==> src/rtl/sync_pkg.sv <==
// Shared sync-short constants and types.
//   PHASE_W    : width of all phase words (radians x 2^28, signed)
//   PI_VAL     : pi in phase units, 33-bit signed for overflow-free compares
//   TWO_PI_VAL : 2*pi in phase units, 33-bit signed
//   cfo_state_e: CFO phase generator FSM encoding
package sync_pkg;
   localparam int PHASE_W = 32;
   localparam logic signed [PHASE_W:0] PI_VAL     = 33'sd843314856;
   localparam logic signed [PHASE_W:0] TWO_PI_VAL = 33'sd1686629712;

   typedef enum logic [1:0] {
      ST_IDLE    = 2'd0,
      ST_COLLECT = 2'd1,
      ST_CALC    = 2'd2,
      ST_LOCKED  = 2'd3
   } cfo_state_e;
endpackage

==> src/rtl/phase_wrap_add.sv <==
// Combinational phase add with a single +/-2pi correction.
//   a_in, b_in : signed phases; a_in in [-pi, pi), |b_in| <= pi/16
//   sum_out    : a_in + b_in wrapped into [-pi, pi)
module phase_wrap_add
   import sync_pkg::*;
(
   input  logic signed [PHASE_W-1:0] a_in,
   input  logic signed [PHASE_W-1:0] b_in,
   output logic signed [PHASE_W-1:0] sum_out
);
   // One guard bit so the raw sum cannot overflow before correction.
   logic signed [PHASE_W:0] s;

   always_comb begin
      s = {a_in[PHASE_W-1], a_in} + {b_in[PHASE_W-1], b_in};
      if (s >= PI_VAL)
         sum_out = PHASE_W'(s - TWO_PI_VAL);
      else if (s < -PI_VAL)
         sum_out = PHASE_W'(s + TWO_PI_VAL);
      else
         sum_out = PHASE_W'(s);
   end
endmodule

==> src/rtl/cfo_phase_gen.sv <==
// Coarse CFO phase generator: averages 2^AVG_LOG2 arctan estimates, turns
// the mean into a per-sample increment and emits a wrapped running
// de-rotation phase for every sample strobe.
//   CLK, s_RST    : clock, synchronous active-high reset
//   Phase_in      : signed arctan estimate, qualified by Phase_valid
//   Lock_req      : (re)start an estimate
//   Sample_strobe : one pulse per sample to de-rotate
//   Rot_phase     : registered de-rotation phase, qualified by Rot_strobe
//   Freq_inc      : per-sample increment in use
//   Est_locked    : high while locked
module cfo_phase_gen
   import sync_pkg::*;
#(
   parameter int AVG_LOG2 = 2,
   parameter int LAG_LOG2 = 4
) (
   input  logic                      CLK,
   input  logic                      s_RST,
   input  logic signed [PHASE_W-1:0] Phase_in,
   input  logic                      Phase_valid,
   input  logic                      Lock_req,
   input  logic                      Sample_strobe,
   output logic signed [PHASE_W-1:0] Rot_phase,
   output logic                      Rot_strobe,
   output logic signed [PHASE_W-1:0] Freq_inc,
   output logic                      Est_locked
);
   localparam int         SHIFT   = AVG_LOG2 + LAG_LOG2;
   localparam logic [4:0] CNT_TGT = 5'(1 << AVG_LOG2);

   cfo_state_e                state_q, state_d;
   logic signed [35:0]        sum_q, sum_d;
   logic        [4:0]         cnt_q, cnt_d;
   logic signed [PHASE_W-1:0] freq_q, freq_d;
   logic signed [PHASE_W-1:0] acc_q, acc_d;
   logic signed [PHASE_W-1:0] rot_phase_q, rot_phase_d;
   logic                      rot_strobe_q, rot_strobe_d;
   logic                      locked_q, locked_d;
   logic signed [PHASE_W-1:0] acc_next;

   phase_wrap_add u_wrap (
      .a_in    (acc_q),
      .b_in    (freq_q),
      .sum_out (acc_next)
   );

   always_comb begin
      state_d      = state_q;
      sum_d        = sum_q;
      cnt_d        = cnt_q;
      freq_d       = freq_q;
      acc_d        = acc_q;
      // Every sample is forwarded; only LOCKED applies a correction.
      rot_strobe_d = Sample_strobe;
      rot_phase_d  = '0;

      case (state_q)
         ST_IDLE: begin
            if (Lock_req) begin
               state_d = ST_COLLECT;
               sum_d   = '0;
               cnt_d   = '0;
            end
         end
         ST_COLLECT: begin
            // Restart beats a coincident estimate.
            if (Lock_req) begin
               sum_d = '0;
               cnt_d = '0;
            end else if (Phase_valid) begin
               sum_d = sum_q + {{4{Phase_in[PHASE_W-1]}}, Phase_in};
               cnt_d = cnt_q + 5'd1;
               if (cnt_q + 5'd1 == CNT_TGT)
                  state_d = ST_CALC;
            end
         end
         ST_CALC: begin
            freq_d  = PHASE_W'(-(sum_q >>> SHIFT));
            acc_d   = '0;
            state_d = ST_LOCKED;
         end
         ST_LOCKED: begin
            if (Sample_strobe) begin
               rot_phase_d = acc_q;
               acc_d       = acc_next;
            end
            if (Lock_req) begin
               state_d = ST_COLLECT;
               sum_d   = '0;
               cnt_d   = '0;
            end
         end
         default: state_d = ST_IDLE;
      endcase

      locked_d = (state_d == ST_LOCKED);
   end

   always_ff @(posedge CLK) begin
      if (s_RST) begin
         state_q      <= ST_IDLE;
         sum_q        <= '0;
         cnt_q        <= '0;
         freq_q       <= '0;
         acc_q        <= '0;
         rot_phase_q  <= '0;
         rot_strobe_q <= 1'b0;
         locked_q     <= 1'b0;
      end else begin
         state_q      <= state_d;
         sum_q        <= sum_d;
         cnt_q        <= cnt_d;
         freq_q       <= freq_d;
         acc_q        <= acc_d;
         rot_phase_q  <= rot_phase_d;
         rot_strobe_q <= rot_strobe_d;
         locked_q     <= locked_d;
      end
   end

   assign Rot_phase  = rot_phase_q;
   assign Rot_strobe = rot_strobe_q;
   assign Freq_inc   = freq_q;
   assign Est_locked = locked_q;
endmodule

==> config.mk <==
export PLATFORM = sky130hd
export DESIGN_NAME = cfo_phase_gen
export DESIGN_NICKNAME = d
export VERILOG_FILES = /design/src/rtl/sync_pkg.sv /design/src/rtl/phase_wrap_add.sv /design/src/rtl/cfo_phase_gen.sv
export SDC_FILE = /design/constraint.sdc
export NUM_CORES = 1
export LEC_CHECK = 0
export CAP_MARGIN = 20
export CORE_MARGIN = 1.5
export CORE_UTILIZATION = 40
export DETAILED_ROUTE_END_ITERATION = 16
export HOLD_SLACK_MARGIN = 0.05
export SLEW_MARGIN = 20
export SYNTH_ARGS = -nofsm -noshare
export SYNTH_HDL_FRONTEND = slang
export SYNTH_SLANG_ARGS = --single-unit
==> constraint.sdc <==
create_clock -name CLK -period 4.3 [get_ports CLK]
set_clock_uncertainty 0.1 [all_clocks]
set_input_delay 0.86 -clock CLK [delete_from_list [all_inputs] [get_ports CLK]]
set_output_delay 0.86 -clock CLK [all_outputs]
set_load 0.02 [all_outputs]
Yosys cells after proc, flatten, opt, wreduce, memory -nomap -nowiden. Index checks and enable logic that the tools add are counted.

Register bits after elaboration: 141. Latch bits: 0. Bits in writable memories: 0. Memory bits (read-only): 0. Input bits: 37. Output and inout port bits: 66. Logic and storage cells: 50. Memories: 0.

Add/sub/neg operators: 6. $mul: 0. Div/mod/pow operators: 0. $lt $le $gt $ge: 2. Equality and inequality tests: 8. Shift operators: 0. Muxes and demuxes: 17. Bitwise logic cells: 2. Reductions and logical operators: 7.

Operators with widths (number): $mux 36 (3); $mux 32 (3); $pmux 36 s2 (1); $pmux 32 s2 (1); $add 36x36->36 (1); $add 32x32->33 (1); $ge 33x31->1 const B (1); $lt 33x31->1 const B (1); $add 32x32->32 const B (1); $neg 30->32 (1); $sub 32x32->32 const B (1); $mux 5 (3); $pmux 5 s2 (1); $mux 2 (4); $eq 2x2->1 const B (3); $pmux 2 s3 (1); $add 5x1->5 const B (1); $eq 5x3->1 const B (1); $reduce_bool 2->1 (2); $ne 3x3->1 const B (1); $reduce_and 3->1 (1); $reduce_or 3->1 (1); $eq 2x1->1 const B (1); $logic_not 2->1 (1); 5 further kinds (6).

Longest topological paths before layout.
Depth after elaboration: 7. Mapped depth: 18. Mapped depth without buffers: 17.

Hierarchy. From an unflattened synthesis, not the netlist that was laid out.

Cells, all modules: 1296. Area, all modules: 10682.7 um^2.

By module, submodules not included: cfo_phase_gen (instances 1, cells each 781, area each 7028.0 um^2, sequential area each 2822.7 um^2); phase_wrap_add (instances 1, cells each 515, area each 3654.8 um^2, sequential area each 0.0 um^2).

Least setup slack after synthesis. No wires, ideal clock.

Path kind: flip-flop to flip-flop. Start point: register freq_q[0], in the netlist Freq_inc[0]. End point: register acc_q[20]. Setup time: 127 ps. Data arrival time: 3912 ps. Required time: 4073 ps. Path slack: 160 ps. Cell stages (with the launch flop): 17. Path buffers: 2. Period minus slack after synthesis: 4140 ps. Cells stage by stage: dfxtp_1 > ha_1 > fa_1 > a211o_4 > a21oi_4 > o211ai_2 > or4_1 > o311a_1 > buf_6 > o31ai_2 > nand3_1 > o21ba_1 > or3_4 > buf_2 > a32oi_1 > xor2_1 > o21ai_1.

Cells in the longest elaborated chain, start to end: 6. Elaborated cells between the ends (all ways): 9. Those cells by class: 3 x add/sub; 2 x order compare; 4 x mux.

RTL lines: from (decl) (line cfo_phase_gen.sv:34) `logic signed [PHASE_W-1:0] freq_q, freq_d;`; from (signal assigned) (line cfo_phase_gen.sv:113) `freq_q <= freq_d;`; $add 32x32->33 (*) (line phase_wrap_add.sv:15) `s = {a_in[PHASE_W-1], a_in} + {b_in[PHASE_W-1], b_in};`; $add 32x32->32 or $lt 33x31->1 (tied branches) (line phase_wrap_add.sv:19, phase_wrap_add.sv:18); $mux 32 (line phase_wrap_add.sv:18) `else if (s < -PI_VAL)`; $mux 32 (*) (line phase_wrap_add.sv:16) `if (s >= PI_VAL)`; $mux 32 (*) (line cfo_phase_gen.sv:83) `if (Sample_strobe) begin`; $pmux 32 s2 (*) (line cfo_phase_gen.sv:57) `case (state_q)`; to (signal assigned) (line cfo_phase_gen.sv:105) `acc_q <= '0;`; to (signal assigned) (line cfo_phase_gen.sv:114) `acc_q <= acc_d;`; to (decl) (line cfo_phase_gen.sv:35) `logic signed [PHASE_W-1:0] acc_q, acc_d;`.

Every way passes the cells marked *; elsewhere a longest branch is shown, timed or not. The select of a mux whose other input is x is not followed. A chain may end at the register's enable or synchronous reset.

Worst setup path after layout.
Start point: register freq_q[0], in the netlist Freq_inc[0]. End point: register acc_q[23].

The elaborated chain is that of the path after synthesis.

==> flow_results.xml <==
<?xml version="1.0" encoding="UTF-8"?>
<metrics>
  <group name="status">
    <metric name="status" unit="">completed</metric>
  </group>
  <group name="setup_path">
    <metric name="worst_ep_required_time" unit="ps">4510</metric>
    <metric name="cp_cell_sequence" unit="">ha_1 -&gt; fa_2 -&gt; a211o_4 -&gt; a21oi_4 -&gt; buf_4 -&gt; o21bai_1 -&gt; xnor2_1 -&gt; o21a_1 -&gt; o21ai_0 -&gt; o211a_1 -&gt; o21ba_1 -&gt; or3_4 -&gt; buf_12 -&gt; a22oi_2 -&gt; xnor2_1 -&gt; o21ai_1</metric>
    <metric name="cp_slowest_stage_delay" unit="ps">400</metric>
    <metric name="setup.worst_path.end_class" unit="">flip-flop</metric>
    <metric name="worstRegToRegCells" unit="">16</metric>
    <metric name="crit-reg2reg-launch" unit="">Freq_inc[0]</metric>
    <metric name="critical_path_maximum_fanout" unit="">15</metric>
    <metric name="critical_path_arrival" unit="ps">4350</metric>
    <metric name="path_common_cell" unit="">xnor2_1</metric>
    <metric name="crit_type" unit="">reg2reg</metric>
    <metric name="crit_start" unit="">Freq_inc[0]</metric>
    <metric name="worst_case_register_to_register_setup_slack" unit="ps">160</metric>
    <metric name="cp_slowest_cell" unit="">or3_4</metric>
    <metric name="regToRegEndpoint" unit="">acc_q[23]</metric>
    <metric name="setup_crit_start_kind" unit="">flip-flop</metric>
  </group>
  <group name="clock_network">
    <metric name="cts_tree" unit="">done</metric>
    <metric name="number_of_buffers_created_by_cts" unit="">17</metric>
    <metric name="postCtsHoldBufs" unit="">0</metric>
    <metric name="clock_slew_at_the_register_clock_pins_of_the_worst_setup_and_hold_paths" unit="ps">70</metric>
    <metric name="cts.htree.levels" unit="">4</metric>
    <metric name="cts-root-buf" unit="">clkbuf_16</metric>
    <metric name="worst_skew_pair.late_latency" unit="ps">440</metric>
    <metric name="cts.path.max_buffers" unit="">2</metric>
    <metric name="clock_sink_count" unit="">141</metric>
  </group>
  <group name="power">
    <metric name="vdd_drop_max" unit="mV">0.2942</metric>
    <metric name="p_leak" unit="nW">5.811</metric>
    <metric name="pwr_density_cell" unit="nW/um^2">581.6</metric>
    <metric name="power.total" unit="W">0.008052</metric>
  </group>
  <group name="synth">
    <metric name="postSynth.asyncResetShare" unit="%">0</metric>
    <metric name="synthesis.area_per_instance" unit="um^2">8.162</metric>
    <metric name="synth-seq-area-share" unit="%">26.16</metric>
    <metric name="synthesis.yosys.warnings" unit="">0</metric>
    <metric name="synth_area" unit="um^2">10790</metric>
    <metric name="synth_edf_count" unit="">0</metric>
    <metric name="synthesis.nets" unit="">1437</metric>
    <metric name="synth_cells" unit="">1322</metric>
    <metric name="yosys_most_used_dff" unit="">dfxtp_1</metric>
    <metric name="post_synth_num_cell_types" unit="">98</metric>
    <metric name="flop_and_latch_count_out_of_synthesis" unit="">141</metric>
  </group>
  <group name="floorplanning">
    <metric name="pin_count" unit="">103</metric>
    <metric name="die_y" unit="um">167.2</metric>
    <metric name="initial_utilization" unit="%">41.06</metric>
    <metric name="die_area" unit="um^2">27970</metric>
    <metric name="std_cell_rows" unit="">59</metric>
    <metric name="floorplan.die.width" unit="um">167.2</metric>
    <metric name="floorplan.core_area" unit="um^2">26280</metric>
  </group>
  <group name="grt">
    <metric name="grt_max_degree" unit="">37</metric>
    <metric name="overflow" unit="">0</metric>
    <metric name="grt_usage" unit="%">22.27</metric>
    <metric name="number_of_global_route_vias_before_repair" unit="">10090</metric>
    <metric name="grt_first_pass_wirelength" unit="mm">50.58</metric>
    <metric name="antenna_found_initial" unit="">0</metric>
  </group>
  <group name="final_layout">
    <metric name="multi_input_comb_area" unit="um^2">7751</metric>
    <metric name="most-common-layout-cells" unit="">dfxtp_1 (141), buf_4 (139), nor2_1 (138)</metric>
    <metric name="final_cell_count_no_fill" unit="">1871</metric>
    <metric name="mostFrequentLayoutCell" unit="">dfxtp_1</metric>
    <metric name="syn2layout_area_growth" unit="%">28.30</metric>
    <metric name="drive_above_1_share" unit="%">16.60</metric>
    <metric name="final.fill_count" unit="">2480</metric>
    <metric name="final_core_utilization" unit="%">52.68</metric>
    <metric name="antenna_cells" unit="">0</metric>
    <metric name="seqCellArea" unit="um^2">2823</metric>
    <metric name="finalNetCount" unit="">1638</metric>
  </group>
  <group name="worst_hold_path">
    <metric name="worst_hold_path.num_cells" unit="">2</metric>
    <metric name="hold_path.startpoint" unit="">acc_q[27]</metric>
    <metric name="path_class_of_the_lowest_slack_min_delay_path" unit="">reg2reg</metric>
    <metric name="holdPathEnd" unit="">acc_q[27]</metric>
  </group>
  <group name="routing">
    <metric name="routed_wl" unit="mm">30.98</metric>
    <metric name="drt.antenna.violating_nets" unit="">0</metric>
    <metric name="drt-vias-per-instance" unit="">5.602</metric>
    <metric name="via_count" unit="">10480</metric>
    <metric name="detailedRoute.firstIterationViolations" unit="">760</metric>
    <metric name="drcViolationCount" unit="">0</metric>
    <metric name="post_drt_wl_per_cell" unit="um">16.56</metric>
    <metric name="drtPass1Iterations" unit="">5</metric>
  </group>
  <group name="placed_design">
    <metric name="post-place-ws" unit="ps">-220.8</metric>
    <metric name="placed_cells_incl_taps" unit="">1837</metric>
    <metric name="hpwl" unit="mm">24.13</metric>
    <metric name="io_buffers" unit="">102</metric>
    <metric name="place_congestion" unit="">0.8986</metric>
  </group>
  <group name="timing">
    <metric name="slew_headroom" unit="%">36.09</metric>
    <metric name="fin_setup_tns" unit="ps">0</metric>
    <metric name="finalSetupViolCount" unit="">0</metric>
    <metric name="worstMarginPinSlew" unit="ps">957.7</metric>
    <metric name="period_minus_ws_final" unit="ps">4139</metric>
    <metric name="rsz0062_at_grt" unit="">true</metric>
    <metric name="fmax" unit="GHz">0.2416</metric>
    <metric name="layout_worst_path_cycle_share" unit="%">96.25</metric>
    <metric name="max_transition_viols_final" unit="">0</metric>
    <metric name="hold_viol" unit="">0</metric>
    <metric name="finalWorstSetupSlack" unit="ps">161.2</metric>
  </group>
  <group name="job">
    <metric name="max_cap_violations" unit="">0</metric>
  </group>
</metrics>
report_power, final:
part	leakage [nW]	internal [W]	switching, W
clock	0.292	0.000879	0.000686
sequential	1.14	0.00150	0.000259
combinational	4.38	0.00218	0.00255
how the worst max path moves through the flow:
stage	to	slack, ps	cells after the start
global placement	sum_q[35]	-180	16
global route	acc_q[20]	-70	16
detailed placement	sum_q[30]	-220	16
floorplan	acc_q[20]	160	16
finish	acc_q[23]	160	16
CTS	acc_q[21]	3	15
stage by stage:
stage | hold slack (ps) | cell area, um^2
final | 364.6 | 13840
after global routing | 393.6 | 13840
after CTS | 369.8 | 13670
after detailed placement | 360.4 | 13060
after global placement | 355.0 | 13060
after floorplan | 337.6 | 10790
state kept, by name, indices dropped and copies added, names as in the netlist:
signal / flops
Rot_strobe: 1
state_q: 2
sum_q: 36
Rot_phase: 32
Freq_inc: 32
Est_locked: 1
cnt_q: 5
acc_q: 32
cell usage after synthesis (all sizes together), types with 35 or more instances:
library cell	count	area [um^2]
ha	76	950.9
xnor2	68	603.1
a21oi	90	480.5
nand2	97	364.1
o21ai	58	294.0
nor2	140	525.5
and2	44	277.8
dfxtp	141	2823
inv	35	131.4
a21o	41	307.8
mux2i	35	350.3
clkbuf	37	138.9
a22oi	39	327.8
final cells by class:
class	instances	share of cell area, %
multi-input combinational	1084	55.99
tap	335	3.028
inverter	35	0.9489
clock inverter	15	1.265
timing repair buffer	244	15.31
sequential	141	20.39
clock buffer	17	3.073
metal layers:
layer	global-route usage [%]	routed length [um]
met5	0	0
met4	6.463	531
met3	2.954	1525
met2	36.67	14110
met1	30.39	14820
what timing repair did:
action,CTS,global route
setup buffers,0,2
resized for setup,3,31
endpoints found under the setup margin,7,30
pin swaps,0,5
kinds of logic after synthesis:
group | synth area share [%]
xor gates and xnor gates | 8.326
and+or+nand+nor | 20.91
buffers and inverters | 3.769
AOI/OAI and AO/OA | 28.10
adders and majority gates | 9.184
DFF | 26.16
muxes | 3.560
critical path: cells and delay by family, from the launching register on:
family | cells | cell delay, ps
AO/OA/AOI/OAI | 9 | 1710
adder cells (fa/ha/maj) | 2 | 600
flip-flops | 1 | 320
AND/OR/NAND/NOR | 1 | 400
buffers and inverters | 2 | 310
XOR/XNOR | 2 | 580
Note: power is estimated with default switching activity, not from simulation.
